===== src/rtl/card_row_renderer_pkg.sv =====
// card_row_renderer_pkg: shared card geometry, type range and layout defaults for the card row renderer.
package card_row_renderer_pkg;
  localparam int CARD_W = 32;
  localparam int CARD_H = 46;
  localparam int CARD_TYPE_W = 6;
  localparam int MAX_CARD_TYPE = 53;
  localparam int RGB_W = 12;
  localparam int DEF_X0 = 64;
  localparam int DEF_Y0 = 400;
  localparam int DEF_PITCH = 36;
  localparam int SLOT_W = 5;
  localparam int OFF_W = 8;
endpackage


===== src/rtl/card_slot_tracker.sv =====
// card_slot_tracker: divider-free (slot, offset) tracking of the beam column, resynced at X0 each line.
module card_slot_tracker
  import card_row_renderer_pkg::*;
#(
  parameter int MAX_CARDS = 16,
  parameter int X0 = DEF_X0,
  parameter int PITCH = DEF_PITCH
) (
  input  logic              clk_25MHz,
  input  logic              rst_n,
  input  logic [9:0]        h_cnt,
  output logic [SLOT_W-1:0] slot,
  output logic [OFF_W-1:0]  offset
);
  logic [SLOT_W-1:0] slot_q;
  logic [OFF_W-1:0] off_q;
  logic wrap;
  always_comb begin
    slot = (h_cnt == 10'(X0)) ? '0 : slot_q;
    offset = (h_cnt == 10'(X0)) ? '0 : off_q;
    wrap = offset == OFF_W'(PITCH - 1);
  end
  // slot sticks at MAX_CARDS (out of row) until the next resync
  always_ff @(posedge clk_25MHz or negedge rst_n)
    if (!rst_n) begin
      slot_q <= '0;
      off_q <= '0;
    end else begin
      off_q <= wrap ? '0 : offset + 1'b1;
      slot_q <= (wrap && slot != SLOT_W'(MAX_CARDS)) ? slot + 1'b1 : slot;
    end
endmodule


===== src/rtl/card_row_renderer.sv =====
// card_row_renderer: follows the beam over a row of hand cards, requests card pixels and re-aligns them into a colour plus hit flag.
module card_row_renderer
  import card_row_renderer_pkg::*;
#(
  parameter int MAX_CARDS = 16,
  parameter int X0 = DEF_X0,
  parameter int Y0 = DEF_Y0,
  parameter int PITCH = DEF_PITCH,
  parameter int RAISE = 8,
  parameter int MEM_LAT = 1,
  parameter int V_LATCH = 480,
  parameter logic [RGB_W-1:0] BG_COLOR = 12'h000
) (
  input  logic                              clk_25MHz,
  input  logic                              rst_n,
  input  logic [9:0]                        h_cnt,
  input  logic [9:0]                        v_cnt,
  input  logic                              valid,
  input  logic [CARD_TYPE_W*MAX_CARDS-1:0]  hand_cards,
  input  logic [4:0]                        hand_count,
  input  logic [4:0]                        sel_idx,
  input  logic [RGB_W-1:0]                  card_pixel,
  output logic [5:0]                        pixel_x,
  output logic [5:0]                        pixel_y,
  output logic [CARD_TYPE_W-1:0]            card_type,
  output logic                              pix_hit,
  output logic [RGB_W-1:0]                  pix_rgb,
  output logic                              pix_valid
);
  logic [CARD_TYPE_W*MAX_CARDS-1:0] sh_cards;
  logic [4:0] sh_count, sh_sel;
  logic [SLOT_W-1:0] slot;
  logic [OFF_W-1:0] offset;
  logic [CARD_TYPE_W-1:0] cur_type;
  logic [9:0] top;
  logic [5:0] py;
  logic row_hit, hit;
  logic hit_d [MEM_LAT+1];
  logic val_d [MEM_LAT+1];

  card_slot_tracker #(.MAX_CARDS(MAX_CARDS), .X0(X0), .PITCH(PITCH)) u_tracker (
    .clk_25MHz(clk_25MHz),
    .rst_n(rst_n),
    .h_cnt(h_cnt),
    .slot(slot),
    .offset(offset)
  );

  always_comb begin
    cur_type = (slot < SLOT_W'(MAX_CARDS)) ? sh_cards[CARD_TYPE_W*slot +: CARD_TYPE_W] : '0;
    top = (slot == sh_sel) ? 10'(Y0 - RAISE) : 10'(Y0);
    row_hit = v_cnt >= top && v_cnt < top + 10'(CARD_H);
    py = 6'(v_cnt - top);
    hit = valid && slot < sh_count && offset < OFF_W'(CARD_W) && row_hit &&
          cur_type <= CARD_TYPE_W'(MAX_CARD_TYPE);
  end

  // hand inputs are only sampled once per frame, outside the card rows
  always_ff @(posedge clk_25MHz or negedge rst_n)
    if (!rst_n) begin
      sh_cards <= '0;
      sh_count <= '0;
      sh_sel <= '0;
    end else if (v_cnt == 10'(V_LATCH) && h_cnt == 10'd0) begin
      sh_cards <= hand_cards;
      sh_count <= (hand_count > 5'(MAX_CARDS)) ? 5'(MAX_CARDS) : hand_count;
      sh_sel <= sel_idx;
    end

  // hit/valid ride alongside the memory request so the returned pixel lines up
  always_ff @(posedge clk_25MHz or negedge rst_n)
    if (!rst_n) begin
      pixel_x <= '0;
      pixel_y <= '0;
      card_type <= '0;
      for (int i = 0; i <= MEM_LAT; i++) begin
        hit_d[i] <= 1'b0;
        val_d[i] <= 1'b0;
      end
      pix_hit <= 1'b0;
      pix_rgb <= '0;
      pix_valid <= 1'b0;
    end else begin
      pixel_x <= hit ? offset[5:0] : '0;
      pixel_y <= hit ? py : '0;
      card_type <= hit ? cur_type : '0;
      hit_d[0] <= hit;
      val_d[0] <= valid;
      for (int i = 1; i <= MEM_LAT; i++) begin
        hit_d[i] <= hit_d[i-1];
        val_d[i] <= val_d[i-1];
      end
      pix_hit <= hit_d[MEM_LAT];
      pix_rgb <= hit_d[MEM_LAT] ? card_pixel : BG_COLOR;
      pix_valid <= val_d[MEM_LAT];
    end
endmodule


===== config.mk =====
export PLATFORM = sky130hd
export DESIGN_NAME = card_row_renderer
export DESIGN_NICKNAME = d
export VERILOG_FILES = /design/src/rtl/card_row_renderer_pkg.sv /design/src/rtl/card_slot_tracker.sv /design/src/rtl/card_row_renderer.sv
export SDC_FILE = /design/constraint.sdc
export NUM_CORES = 1
export LEC_CHECK = 0
export CAP_MARGIN = 5
export CORE_ASPECT_RATIO = 0.6
export CORE_MARGIN = 1
export CORE_UTILIZATION = 45
export CTS_CLUSTER_SIZE = 20
export DETAILED_ROUTE_END_ITERATION = 6
export GPL_TIMING_DRIVEN = 1
export PLACE_DENSITY = 0.82
export RECOVER_POWER = 50
export SLEW_MARGIN = 5
export SYNTH_ARGS = -nofsm -noshare
export SYNTH_HDL_FRONTEND = slang
export SYNTH_SLANG_ARGS = --single-unit

===== constraint.sdc =====
create_clock -name clk_25MHz -period 2.88 [get_ports clk_25MHz]
set_input_delay 0.432 -clock clk_25MHz [delete_from_list [all_inputs] [get_ports clk_25MHz]]
set_output_delay 0.432 -clock clk_25MHz [all_outputs]
set_load 0.05 [all_outputs]

; Word-level counts from Yosys, hierarchy flattened
; Cells that the tools add are included.
[totals]
register_bits = 155
input_bits = 141
wordCells = 52
[classes]
n_addsub = 4
multipliers = 1
n_lt_le_gt_ge = 7
eq_ne = 5
shifts = 1
n_mux = 11
n_reduce_logical = 8
[op_table]
columns = cell, count
row1 = 96-bit by 9-bit indexed part select with 6-bit output, 1
row2 = 6-bit 2-to-1 mux, 4
row3 = 5-bit 2-to-1 mux, 4
row4 = 8-bit 2-to-1 mux, 2
row5 = 12-bit 2-to-1 mux, 1
row6 = "9-bit by 6-bit adder with 10-bit output, second input constant", 1
row7 = "10-bit by 7-bit equality test with 1-bit output, second input constant", 1
row8 = "10-bit by 9-bit equality test with 1-bit output, second input constant", 1
row9 = 10-bit by 9-bit >= comparator with 1-bit output, 1
row10 = 10-bit logical NOT, 1
row11 = 10-bit less-than comparator, 1
row12 = "8-bit by 1-bit adder with 8-bit output, second input constant", 1
row13 = "8-bit by 6-bit equality test with 1-bit output, second input constant", 1
row14 = "8-bit by 6-bit less-than comparator with 1-bit output, second input constant", 1
row15 = 1-bit logical AND, 7
row16 = "2-bit by 5-bit multiplier with 7-bit output, first input constant", 1
row17 = "6-bit <= comparator, second input constant", 1
row18 = 6-bit by 5-bit subtractor with 6-bit output, 1
row19 = "5-bit by 1-bit adder with 5-bit output, second input constant", 1
row20 = 5-bit equality test, 1
row21 = "5-bit greater-than comparator, second input constant", 1
row22 = 5-bit less-than comparator, 1
row23 = "5-bit less-than comparator, second input constant", 1
row24 = "5-bit inequality test, second input constant", 1

; Longest topological paths before layout
[logic_depth]
ltp_word = 10
mapped_depth = 15
ltp_nobuf = 11

; Modules after synthesis
; Synthesis repeated with hierarchy kept, for this count alone.
[unflattened]
hier_cells = 519
hier_area_um2 = 7033.0
[by_module_without_submodules]
columns = mod, instances, cells_each, area_each_um2
row1 = card_row_renderer, 1, 432, 6233.5
row2 = card_slot_tracker, 1, 87, 799.5

; Least setup slack after synthesis
; Ideal clock, no wire load.
[synth_path]
path_type = input to register
start = input port h_cnt[8]
end = register card_type[0]
setup_time_ns = 0.094
arrival_time_ns = 3.941
required_time_ns = 2.786
slack_ns = -1.155
cell_stages = 15
path_buffers = 4
path_cell_list = or4_4 or4_4 buf_6 buf_6 clkbuf_1 nand2_1 inv_1 ha_1 or4b_2 a21oi_1 o211ai_1 a2111oi_4 inv_2 buf_6 a221oi_2
[synth_via]
elab_chain_cells = 10
elab_cells_between_ends = 21
classes_between = 1 x add/sub / 1 x mul / 6 x order compare / 2 x eq/ne / 1 x shift / 5 x mux / 5 x reduce/logical
[synth_lines]
columns = item, line
row1 = from (decl), card_row_renderer.sv:16  ; input logic [9:0] h_cnt,
row2 = 10-bit by 7-bit equality test with 1-bit output (*), "card_slot_tracker.sv:19, card_slot_tracker.sv:20"
row3 = "parallel branches: the longest is 8 deep, another holds 2-bit by 5-bit multiplier with 7-bit output", -
row4 = 6-bit 2-to-1 mux (*), card_row_renderer.sv:86  ; card_type <= hit ? cur_type : '0;
row5 = to (signal assigned), card_row_renderer.sv:86
row6 = to (decl), card_row_renderer.sv:25  ; output logic [CARD_TYPE_W-1:0] card_type,
; Every way passes the cells marked *.
; A chain may end at the register's enable or synchronous reset.

; Worst setup path after layout
[layout_path]
start = input port h_cnt[3]
end = register pixel_x[3]
[layout_via]
elab_chain_cells = 10
elab_cells_between_ends = 21
classes_between = 1 x add/sub / 1 x mul / 6 x order compare / 2 x eq/ne / 1 x shift / 5 x mux / 5 x reduce/logical
[layout_lines]
columns = item, line
row1 = 10-bit by 7-bit equality test with 1-bit output (*), "card_slot_tracker.sv:19, card_slot_tracker.sv:20"
row2 = "parallel branches: the longest is 8 deep, another holds 2-bit by 5-bit multiplier with 7-bit output", -
row3 = 6-bit 2-to-1 mux (*), card_row_renderer.sv:84  ; pixel_x <= hit ? offset[5:0] : '0;
row4 = to (signal assigned), card_row_renderer.sv:84
row5 = to (decl), card_row_renderer.sv:23  ; output logic [5:0] pixel_x,
; Marks and branches as above.

==> flow_summary_export.csv <==
group,metric,value,unit
final_layout,drive_gt1_share,33.6,%
floorplanning,die-height,99.8,µm
sta,worstMarginPinSlew,1700,ps
detailed_routing,drt-pass1-iter-count,6,
run_status,violations,"capacitance limit, slew limit, setup timing",
yosys,synth.distinct_cells,52,
job,drv_cap,1,
sta,final_hold_viol_count,0,
yosys,syn_nets,717,
sta,skew,12.6,ps
sta,rsz0062_at_grt,"true",
setup_path,cp_num_buf_inv,4,
yosys,synth_cells,567,
yosys,synth_top_area_share,54.1,%
clock_tree,clk_pin_slew_worst_paths,60,ps
clock_tree,clockRootBuffer,"clkbuf_16",
yosys,avgSynthCellArea,12.6,µm²
placement,place_hpwl,14100,µm
floorplanning,ioPinCount,173,
setup_path,crit_top_cell,"buf_6",
clock_tree,clock_latency,420,ps
floorplanning,rows,35,
yosys,synthTopCellsByCount,"155 x dfrtp_1, 108 x mux2_2, 36 x nand2_1, 25 x clkbuf_1, 25 x nor2_1",
global_route,grtUsageTotal,25.8,%
clock_tree,cts_sinks,155,
placement,post-place-ws,-1050,ps
run_status,outcome,"complete, but fails checks",
power,power_switching,1.62,mW
placement,portBuffers,172,
setup_path,path_delay_family,"compound AO/OA/AOI/OAI gates",
global_route,grt_max_degree,111,
power,irDropWorstVdd,0.372,mV
setup_path,cp_max_fo,5,
setup_path,crit_chain,"buf_6 -> or4_4 -> buf_6 -> nor4_4 -> o21ai_2 -> a221oi_4 -> ha_4 -> nor3_4 -> a311oi_2 -> o211ai_1 -> a2111oi_4 -> buf_4 -> buf_6 -> nand3_2 -> a21oi_2",
sta,setup_viol,18,
clock_tree,cts-htree-levels,4,
detailed_routing,vias,5621,
power,comb_power_share,20.7,%
floorplanning,dieArea,16500,µm²
setup_path,cpPeakStageDelay,540,ps
setup_path,path_class,"primary input to flop",
yosys,synth-edff-count,0,
yosys,synth_flop_cell,"dfrtp_1",
floorplanning,dieWidth,165,µm
sta,period_minus_slack,3380,ps
sta,slew_violations,71,
placement,placed_cell_area,9430,µm²
clock_tree,cts_tree,"done",
power,p_int,4.17,mW
final_layout,finalInstanceArea,10300,µm²
worst_hold_path,holdCritPathClass,"flop to flop",
power,swShare,28.0,%
global_route,grt_pass1_vias,5887,
final_layout,syn_to_final_growth,44.2,%
yosys,yosysTopAreaCell,"dfrtp_1",
yosys,ys_seq_elements,155,
global_route,grt_pass1_wl,31500,µm
yosys,synthArstFlopShare,100,%
sta,fin_ws,-497,ps
yosys,yosysSeqAreaShare,54.1,%
yosys,syn_area,7170,µm²
floorplanning,initial_core_util,46.4,%
detailed_routing,post-route-drc-count,0,
sta,min_period_over_period,117,%
yosys,synth_area_leaders,"dfrtp_1 54%, mux2_2 17%, mux4_2 2.5%",
yosys,yosys_warnings,0,
global_route,overflow,0,
sta,relSlewSlack,-13.2,%
detailed_routing,drt_wl_total,21100,µm
power,power_density,560,nW/µm²
setup_path,critPathRequiredTime,3230,ps
sta,fmax,296,MHz
power,power.share.sequential,40.2,%
power,leakage,4.70,nW
setup_path,worstPathArrival,3730,ps
detailed_routing,drtAntennaViolNets,0,
yosys,yosysMostFrequentCell,"dfrtp_1",
detailed_routing,drt_iter0_drc,515,
floorplanning,core,15500,µm²
placement,routabilityCongestion,0.895,
final_layout,n_antenna_cell,0,
setup_path,crit_path_end_kind,"flop",
final_layout,final_nets,936,
setup_path,start_kind,"primary input",
final_layout,postLayoutCoreUtil,66.9,%
clock_tree,clockBufferDepth,2,
global_route,antenna_found_initial,0,
detailed_routing,via_per_inst,5.62,
setup_path,slowest_stage,"or4_4",
clock_tree,cts_buffers,17,
detailed_routing,wl_per_cell,21.1,µm
power,pwr-share-clk,39.1,%
[placed cells by master (no fill, tap or decap), drive strengths merged, types with 3 or more instances in the layout]
master and n:
dfrtp 155, or4 3, a211oi 12, o22ai 6, ha 8, nor2 26, a221oi 7, nor4 4
bufinv 3, o211ai 3, and2 14, nand2 37, nand3b 3, o32ai 3, clkdlybuf4s50 162, mux2 108
clkinvlp 3, inv 20, mux4 8, buf 61, nand3 10, nand4 7, xnor2 7, clkbuf 26
o21ai 14, clkinv 4, a21oi 19, mux2i 17, xor2 7, nand2b 7, a2bb2oi 3, nor3 13
[routing by layer]
metal | global-route usage, % | vias up | wire length [µm]
met5 | 0 | - | 0
met1 | 35.8 | 2800 | 9090
met4 | 8.89 | 0 | 547
met3 | 6.09 | 52 | 1730
met2 | 39.8 | 292 | 9720
li1 | - | 2477 | -
[timing repair]
action,in CTS,in global routing
gates resized for setup,39,37
cloned,1,0
hold buffers,0,0
endpoints found under the setup margin,22,22
setup buffers,8,6
pin swaps,18,21
[worst paths after layout]
path / from / endpoint / slack [ps] / cells past startpoint
worst min-delay path: val_d[1] / val_d[0] / 360 / 0
worst max register to register: u_tracker.slot_q[4] / pixel_x[3] / -240 / 13
max in group asynchronous: rst_n / u_tracker.slot_q[0] / 520 / 2
worst max-delay path: h_cnt[3] / pixel_x[3] / -500 / 15
min in group asynchronous: rst_n / pix_rgb[8] / 450 / 1
worst min register to register: val_d[1] / val_d[0] / 360 / 0
[state kept, by name, summed over array words and instances, names as in the netlist, 6 cells and up]
register         cells
pix_rgb             12
u_tracker.off_q      8
sh_cards            96
pixel_x              6
card_type            6
pixel_y              6
[worst reg2reg max path: stages, from the launching register on]
cell and delay (ps):
dfrtp_1 430, xor2_1 180, o22ai_1 350, nand2_4 100, a221oi_4 400, ha_4 220, nor3_4 50, a311oi_2 290
o211ai_1 230, a2111oi_4 300, buf_4 180, buf_6 120, nand3_2 80, a21oi_2 120
[logic make-up (layout without fill, tap and decap cells)]
logic type      Yosys count  after routing  synth area share (%)
simple gates            128            128                  9.10
compound gates           76             76                  8.17
flops                   155            155                  54.1
mux                     133            133                  21.9
xor+xnor                 14             14                  1.71
buf+inv                  51            282                  3.32
fa+ha+maj                 9              9                  1.68
other cells               1              1                0.0523
[power groups by stage]
stage	sequential [mW]	combinational, mW	clock [mW]
6_report	2.32	1.20	2.26
5_1_grt	2.33	1.28	2.41
4_1_cts	2.32	1.06	2.30
3_5_place_dp	2.36	1.00	0
3_3_place_gp	2.34	0.971	0
2_1_floorplan	2.33	0.500	0
[layout make-up]
type / count / area, µm²
clock buffers: 19 / 453
clock inverters: 12 / 136
repair inverters: 1 / 11.3
multi-input cells: 361 / 3290
inverters: 17 / 82.6
flip-flops and latches: 155 / 3880
well taps: 203 / 254
repair buffers: 233 / 2230
fillers: 1074 / 5120
[metrics by stage]
stage	hold WS, ps	power, mW	setup TNS (ps)	std cells
2_1_floorplan	136	2.83	-12820	567
3_3_place_gp	336	3.31	-18070	956
3_5_place_dp	339	3.36	-21580	956
4_1_cts	28.4	5.68	-5310	996
5_1_grt	377	6.01	-8940	1001
6_report	357	5.79	-7830	1001
(Power assumes the default switching activity.)
